$ cat src/rtl/dmem_arbiter.sv
// Shares the single-port data memory between the pipe (priority) and an aux requester.
// Aux gets a forced grant after MAX_WAIT contended cycles; the pipe stalls that cycle.
//
//  state      | meaning
//  -----------+----------------------------------------------------------
//  PIPE_PRI   | pipe owns memory when it requests; aux waits and counts
//  AUX_FORCED | aux owns memory for one cycle regardless of pipe_req
module dmem_arbiter #(
   parameter int unsigned MAX_WAIT = 4
) (
   input  logic        clk,
   input  logic        reset,
   input  logic        pipe_req,
   input  logic [31:0] pipe_addr,
   input  logic        pipe_we,
   input  logic [31:0] pipe_wdata,
   input  logic [2:0]  pipe_width,
   output logic [31:0] pipe_rdata,
   output logic        pipe_stall,
   input  logic        aux_valid,
   input  logic [31:0] aux_addr,
   input  logic        aux_we,
   input  logic [31:0] aux_wdata,
   input  logic [2:0]  aux_width,
   output logic        aux_ready,
   output logic        aux_rvalid,
   output logic [31:0] aux_rdata,
   output logic [31:0] mem_addr,
   output logic [2:0]  mem_width,
   output logic        mem_we,
   output logic [31:0] mem_wdata,
   input  logic [31:0] mem_rdata
);

   typedef enum logic {
      PIPE_PRI   = 1'b0,
      AUX_FORCED = 1'b1
   } state_t;

   localparam logic [4:0] MAX_WAIT_L = 5'(MAX_WAIT);

   state_t      state, state_nxt;
   logic [3:0]  wait_cnt, wait_cnt_nxt;
   logic [4:0]  wait_inc;
   logic        aux_xfer;

   assign wait_inc = {1'b0, wait_cnt} + 5'd1;
   assign aux_xfer = aux_valid && aux_ready;

   always_ff @(posedge clk or negedge reset) begin
      if (!reset) begin
         state      <= PIPE_PRI;
         wait_cnt   <= 4'd0;
         aux_rvalid <= 1'b0;
         aux_rdata  <= 32'd0;
      end else begin
         state      <= state_nxt;
         wait_cnt   <= wait_cnt_nxt;
         aux_rvalid <= aux_xfer && !aux_we;
         if (aux_xfer && !aux_we)
            aux_rdata <= mem_rdata;
      end
   end

   always_comb begin
      state_nxt    = PIPE_PRI;
      wait_cnt_nxt = 4'd0;
      aux_ready    = 1'b0;
      case (state)
         PIPE_PRI: begin
            aux_ready = aux_valid && !pipe_req;
            // Only a contended, ungranted cycle advances the wait history.
            if (aux_valid && pipe_req) begin
               wait_cnt_nxt = wait_inc[3:0];
               if (wait_inc == MAX_WAIT_L)
                  state_nxt = AUX_FORCED;
            end
         end
         AUX_FORCED: begin
            aux_ready = aux_valid;
         end
         default: begin
            aux_ready = 1'b0;
         end
      endcase
      // Gating with reset keeps memory and the pipe quiet while reset is held.
      if (!reset)
         aux_ready = 1'b0;
   end

   always_comb begin
      mem_addr   = pipe_addr;
      mem_width  = pipe_width;
      mem_wdata  = pipe_wdata;
      mem_we     = reset && pipe_req && pipe_we;
      if (aux_ready) begin
         mem_addr  = aux_addr;
         mem_width = aux_width;
         mem_wdata = aux_wdata;
         mem_we    = aux_we;
      end
   end

   assign pipe_stall = pipe_req && aux_ready;
   assign pipe_rdata = mem_rdata;

endmodule

$ cat config.mk
export PLATFORM = sky130hd
export DESIGN_NAME = dmem_arbiter
export DESIGN_NICKNAME = d
export VERILOG_FILES = /design/src/rtl/dmem_arbiter.sv
export SDC_FILE = /design/constraint.sdc
export NUM_CORES = 1
export LEC_CHECK = 0
export CAP_MARGIN = 20
export CORE_AREA = 2 2 119 121
export DETAILED_ROUTE_END_ITERATION = 8
export DIE_AREA = 0 0 121 123
export DONT_BUFFER_PORTS = 1
export HOLD_SLACK_MARGIN = 0.03
export PLACE_DENSITY_LB_ADDON = 0.08
export SETUP_SLACK_MARGIN = 0.5
export SYNTH_ARGS = -nofsm -noshare
export SYNTH_HDL_FRONTEND = slang
export SYNTH_SLANG_ARGS = --single-unit
export TNS_END_PERCENT = 50
$ cat constraint.sdc
create_clock -name clk -period 1.4 [get_ports clk]
set_input_delay 0.28 -clock clk [delete_from_list [all_inputs] [get_ports clk]]
set_output_delay 0.28 -clock clk [all_outputs]
set_load 0.05 [all_outputs]
==> flow_metrics.env, run 1 <==
export IMPL_synth_mux_area_frac=0.464
export IMPL_synth_most_common_cell="mux2_2"
export IMPL_synth_area_um2=2680
export IMPL_coreArea_um2=13600
export IMPL_crit_path_end_kind="output port"
export IMPL_grt_max_degree=42
export IMPL_utilization=0.241
export IMPL_yosysSeqAreaShare=0.355
export IMPL_power_share_switching=0.446
export IMPL_crit_buf_inv=2
export IMPL_run_status="finished with violations"
export IMPL_hold_ws_ns=-0.309
export IMPL_synth_xor_area_frac=0.00654
export IMPL_maxCapViolations=0
export IMPL_fin_ws_ns=-0.478
export IMPL_ys_types=21
export IMPL_finalHoldViolations=38
export IMPL_fmax_mhz=533
export IMPL_synth_compound_area_frac=0.00187
export IMPL_drc=0
export IMPL_syn_inst=199
export IMPL_ir_worst_vdd_v=0.000872
export IMPL_synth_top_family_by_area="multiplexers"
export IMPL_drive_gt1_frac=0.736
export IMPL_internal_power_mw=2.52
export IMPL_powerDensity_nw_per_um2=1380
export IMPL_root_buffer="clkbuf_16"
export IMPL_synth_area_leader_cell="dfrtp_1"
export IMPL_clk_pin_slew_worst_paths_ns=0.06
export IMPL_maxSlewViolCount=0
export IMPL_nNetsFinal=355
export IMPL_cts_max_path_buffers=2
export IMPL_max_stage_delay_ns=0.39
export IMPL_p_seq_frac=0.477
export IMPL_synth_warnings=0
export IMPL_leakage_nw=1.43
export IMPL_synth_top_cells_by_count="mux2_2, dfrtp_1, mux2_4"
export IMPL_rsz0062_at_grt="true"
export IMPL_post_route_min_period_ns=1.88
export IMPL_antenna_found_initial=4
export IMPL_slowest_stage="mux2_4"
export IMPL_clock_sinks=38
export IMPL_power_frac_clock=0.239
export IMPL_io_buffers=0
export IMPL_grt_pass1_wl_mm=11.3
export IMPL_reg2reg_slack_ns=-0.20
export IMPL_hpwl_mm=7.44
export IMPL_routed_wl_mm=9.05
export IMPL_io_pins=307
export IMPL_reg2reg_from="state$_DFF_PN0_"
export IMPL_crit_path_max_fanout=9
export IMPL_holdCritPathClass="input port to async pin"
export IMPL_avgSynthCellArea_um2=13.5
export IMPL_pre_cts_ws_ns=-0.274
export IMPL_cts_made_buffers=5
export IMPL_synthAdderAreaFrac=0.00934
export IMPL_num_vias=1583
export IMPL_via_per_inst=4.34
export IMPL_fp_dieH_um=123
export IMPL_rr_worst_depth=6
export IMPL_path_class="flop to output port"
export IMPL_r2r_end="aux_rdata[9]$_DFFE_PN0P_"
export IMPL_ys_ff_latch=38
export IMPL_start_kind="flop"
export IMPL_relSlewSlack=0.665
export IMPL_total_power_mw=4.54
export IMPL_overflow=0
export IMPL_setup_viol=102
export IMPL_postRouteAntennaNets=0
export IMPL_violations="hold timing, setup timing"
export IMPL_synth_nets=373
export IMPL_synth_top_area_frac=0.355
export IMPL_gp_congestion=0.925
export IMPL_cp_startpoint="state$_DFF_PN0_"
export IMPL_final_period_utilization=1.34
export IMPL_fp_row_count=43
export IMPL_worst_ep_required_time_ns=1.12
export IMPL_cp_arrival_ns=1.60
export IMPL_worstPathCellList="nand2b_4 > nand3_4 > clkinv_8 > clkbuf_16 > mux2_4"
export IMPL_first_global_vias=1648
export IMPL_p_sw_mw=2.03
export IMPL_synth_edf_count=0
export IMPL_fin_skew_ns=0.00708
export IMPL_drt_pre_antenna_iters=4
export IMPL_wl_per_cell_um=24.8
export IMPL_grtUsageTotal=0.108
export IMPL_yosys_area_share_simple=0.0271
export IMPL_die_area_um2=14900
export IMPL_yosys_top_cells_area="dfrtp_1, mux2_2, mux2_4"
export IMPL_cp_endpoint="mem_addr[27]"
export IMPL_start_util=0.197
export IMPL_p_comb_frac=0.284
export IMPL_crit_family="multiplexers"
export IMPL_worst_pin_slew_ns=0.502
export IMPL_cts_htree_levels=2
export IMPL_cts_tree="done"
export IMPL_drt_initial_drc_count=31
export IMPL_dieWidth_um=121
export IMPL_synthFlopType="dfrtp_1"
export IMPL_synthArstFlopShare=1.00
export IMPL_clk_latency_ns=0.28
export IMPL_area_growth_pct=22.5
export IMPL_path_depth=5
layer usage:
layer / GRT usage / wire [um] / part of all wire / up-vias
met2: 0.184 / 4600 / 0.51 / 150
met3: 0.0503 / 1080 / 0.12 / 19
li1: - / - / - / 628
met5: 0 / 13 / 0.0014 / -
met1: 0.108 / 2960 / 0.33 / 784
met4: 0.0669 / 383 / 0.042 / 2
power by group through the flow:
stage / logic [mW] / clock network, mW / registers (mW)
floorplan: 1.38 / 0 / 2.16
global placement: 1.22 / 0 / 2.20
detailed placement: 1.22 / 0 / 2.18
CTS: 1.29 / 1.13 / 2.17
global route: 1.34 / 1.17 / 2.20
finish: 1.29 / 1.09 / 2.17
registers in the layout, summed over array words and instances (netlist names):
register / cells
state: 1
wait_cnt: 4
aux_rdata: 32
aux_rvalid: 1
per-stage QoR:
stage	cells	TNS, ns	instance area (um2)	hold slack [ns]
floorplan	199	-6.53	2930	-0.0156
detailed placement	345	-16.66	2880	-0.0144
global placement	345	-15.44	2880	-0.0143
global route	365	-41.78	3280	-0.324
finish	365	-37.02	3280	-0.309
CTS	359	-34.29	3210	-0.321
worst register-to-register path, delay by kind of cell (launching register included):
family                 cells  cell delay [ns]
muxes                      1             0.38
DFF                        1             0.33
buffers and inverters      3             0.40
and+or+nand+nor            2             0.37
logic make-up (layout without fill, tap and decap cells):
group,after synthesis,count (layout)
multiplexers,99,99
buffers and inverters,45,28
flip-flops,38,38
AND/OR/NAND/NOR,12,12
adder cells (fa/ha/maj),2,2
XOR/XNOR,2,2
AO/OA/AOI/OAI,1,1
other,0,3
worst min path at each step:
stage	depth (start not counted)	start	endpoint	slack [ns]
floorplan	0	reset	aux_rdata[0]$_DFFE_PN0P_	-0.02
global placement	0	reset	aux_rdata[12]$_DFFE_PN0P_	-0.01
detailed placement	0	reset	aux_rdata[31]$_DFFE_PN0P_	-0.01
CTS	0	reset	aux_rdata[31]$_DFFE_PN0P_	-0.32
global route	0	reset	aux_rdata[26]$_DFFE_PN0P_	-0.32
finish	0	reset	aux_rdata[31]$_DFFE_PN0P_	-0.31
placed cells by master, fill, tap and decap left out, types with 3 or more instances in the layout:
| master | n |
|---|---|
| diode_2 | 3 |
| nor2_1 | 4 |
| dfrtp_1 | 37 |
| mux2_2 | 3 |
| buf_16 | 4 |
| clkbuf_16 | 6 |
| mux2_4 | 96 |
| buf_4 | 4 |
| buf_12 | 3 |
| buf_6 | 5 |
timing repair:
| item | in CTS | in global routing |
|---|---|---|
| resized for setup | 27 | 4 |
| endpoints found under the setup margin | 139 | 140 |
| pin swaps | 8 | 10 |
| gates cloned | 3 | 1 |
| endpoints found under the hold margin | 38 | 38 |
| setup buffers | 3 | 2 |
cell type report:
type | count | area [um2]
Inverter | 2 | 20.0
Sequential cell | 38 | 952
Fill cell | 1401 | 10300
Multi-Input combinational cell | 116 | 1640
Clock inverter | 2 | 13.8
Timing Repair Buffer | 18 | 297
Tap cell | 180 | 225
Clock buffer | 6 | 129
Antenna cell | 3 | 7.51
Note: power is estimated with default switching activity, not from simulation.
==> run 2: changes to the inputs <==
SETUP_SLACK_MARGIN = 0.4   (was 0.5)
==> run 2 against run 1 <==
Against the previous run: the flow still finishes with violations (hold timing, setup timing); final area is 0.38% lower; setup slack about the same; sequential power is essentially flat; combinational power is essentially flat; sequential cell count is the same; routed wire length is 0.17% lower; via count fell by 0.25%; first-iteration DRC count decreased by 19%; global-route usage unchanged; critical endpoint unchanged; utilization is 0.092 points lower; clock skew about the same.
==> flow_metrics.env, run 2 (same netlist as run 1, synthesis figures left out) <==
export IMPL_start_util=0.197
export IMPL_root_buffer="clkbuf_16"
export IMPL_clock_sinks=38
export IMPL_crit_path_end_kind="output port"
export IMPL_clk_pin_slew_worst_paths_ns=0.06
export IMPL_grtUsageMet3=0.0503
export IMPL_placedCellCount=345
export IMPL_place_area_um2=2880
export IMPL_cts_htree_levels=2
export IMPL_postLayoutCellArea_um2=3270
export IMPL_crit_family="multiplexers"
export IMPL_post_route_min_period_ns=1.88
export IMPL_grt_busiest_layer="met2"
export IMPL_pre_cts_ws_ns=-0.274
export IMPL_drt_pre_antenna_iters=4
export IMPL_worst_ep_required_time_ns=1.12
export IMPL_r2r_end="aux_rdata[9]$_DFFE_PN0P_"
export IMPL_final_cell_count_no_fill=365
export IMPL_leakage_nw=1.43
export IMPL_run_status="finished with violations"
export IMPL_final_setup_tns_ns=-37.01
export IMPL_drive_gt1_frac=0.725
export IMPL_hpwl_mm=7.44
export IMPL_cts_made_buffers=5
export IMPL_largest_reg_flops=32
export IMPL_fp_dieH_um=123
export IMPL_area_growth_pct=22.0
export IMPL_violations="hold timing, setup timing"
export IMPL_slowest_stage="mux2_4"
export IMPL_grt_pass1_wl_mm=11.3
export IMPL_crit_buf_inv=2
export IMPL_utilization=0.240
export IMPL_p_sw_mw=2.03
export IMPL_reg2reg_from="state$_DFF_PN0_"
export IMPL_final_period_utilization=1.34
export IMPL_io_buffers=0
export IMPL_grt_util_met1=0.108
export IMPL_postRouteAntennaNets=0
export IMPL_first_global_vias=1649
export IMPL_setup_viol=102
export IMPL_top_register="aux_rdata"
export IMPL_die_area_um2=14900
export IMPL_p_comb_frac=0.283
export IMPL_holdCritPathClass="input port to async pin"
export IMPL_fill_cells=1402
export IMPL_worst_pin_slew_ns=0.502
export IMPL_clk_latency_ns=0.28
export IMPL_internal_power_mw=2.52
export IMPL_num_vias=1579
export IMPL_dieWidth_um=121
export IMPL_routed_wl_mm=9.03
export IMPL_relSlewSlack=0.665
export IMPL_antenna_found_initial=4
export IMPL_cts_max_path_buffers=2
export IMPL_maxSlewViolCount=0
export IMPL_drt_initial_drc_count=25
export IMPL_power_frac_clock=0.240
export IMPL_cts_tree="done"
export IMPL_finalHoldViolations=38
export IMPL_layout_commonest_cell="mux2_4"
export IMPL_grtUsageTotal=0.108
export IMPL_cp_arrival_ns=1.60
export IMPL_power_share_switching=0.446
export IMPL_rr_worst_depth=6
export IMPL_p_seq_frac=0.477
export IMPL_reg2reg_slack_ns=-0.20
export IMPL_fmax_mhz=532
export IMPL_hold_ws_ns=-0.309
export IMPL_ir_worst_vdd_v=0.000873
export IMPL_powerDensity_nw_per_um2=1390
export IMPL_max_stage_delay_ns=0.39
export IMPL_overflow=0
export IMPL_gp_congestion=0.925
export IMPL_io_pins=307
export IMPL_fin_skew_ns=0.00684
export IMPL_total_power_mw=4.54
export IMPL_start_kind="flop"
export IMPL_nNetsFinal=355
export IMPL_via_per_inst=4.33
export IMPL_worstPathCellList="nand2b_4 > nand3_4 > clkinv_8 > clkbuf_16 > mux2_4"
export IMPL_fin_ws_ns=-0.478
export IMPL_grt_max_degree=42
export IMPL_crit_path_max_fanout=9
export IMPL_reg_largest_list="aux_rdata x32, wait_cnt x4"
export IMPL_rsz0062_at_grt="true"
export IMPL_path_class="flop to output port"
export IMPL_maxCapViolations=0
export IMPL_drc=0
export IMPL_coreArea_um2=13600
export IMPL_wl_per_cell_um=24.7
export IMPL_fp_row_count=43
export IMPL_layout_common_cells="mux2_4, dfrtp_1, clkbuf_16"
export IMPL_grtUsageMet2=0.184
## run 2: cell count changes in the layout (fill, tap and decap cells not counted)
cell     before  now
nand3_1       1    2
nand3_2       1    0
xor2_1        0    1
xor2_2        1    0
## run 2: metal layers
layer	vias to the layer above	wire [um]
met1	775	2940
met2	152	4600
met5	-	13
met4	2	387
met3	22	1090
li1	628	-
## run 2: power groups by stage
stage          combinational, mW  clock, mW  sequential [mW]
6_report                    1.29       1.09             2.17
3_3_place_gp                1.22          0             2.20
5_1_grt                     1.34       1.17             2.20
3_5_place_dp                1.22          0             2.18
2_1_floorplan               1.38          0             2.16
4_1_cts                     1.29       1.13             2.17
## run 2: worst max-delay path by stage
stage	cells after the start	slack [ns]	to	startpoint
3_5_place_dp	5	-0.27	mem_addr[31]	state$_DFF_PN0_
4_1_cts	5	-0.49	mem_addr[3]	state$_DFF_PN0_
2_1_floorplan	6	-0.16	mem_addr[13]	state$_DFF_PN0_
5_1_grt	5	-0.53	mem_addr[12]	state$_DFF_PN0_
3_3_place_gp	5	-0.24	mem_wdata[20]	state$_DFF_PN0_
6_report	5	-0.48	mem_addr[27]	state$_DFF_PN0_
## run 2: timing repair
action / in CTS / in global routing
setup buffers: 3 / 2
pin swaps: 6 / 5
gates cloned: 3 / 1
setup endpoints to repair: 137 / 137
resized for setup: 27 / 2
endpoints found under the hold margin: 38 / 38
## run 2: area by class of cell
type	instances	area [um2]	area share
Multi-Input combinational cell	116	1630	0.497
Timing Repair Buffer	18	297	0.0907
Sequential cell	38	952	0.291
Clock buffer	6	129	0.0394
Clock inverter	2	13.8	0.00421
Antenna cell	3	7.51	0.00230
Tap cell	180	225	0.0689
Inverter	2	20.0	0.00612
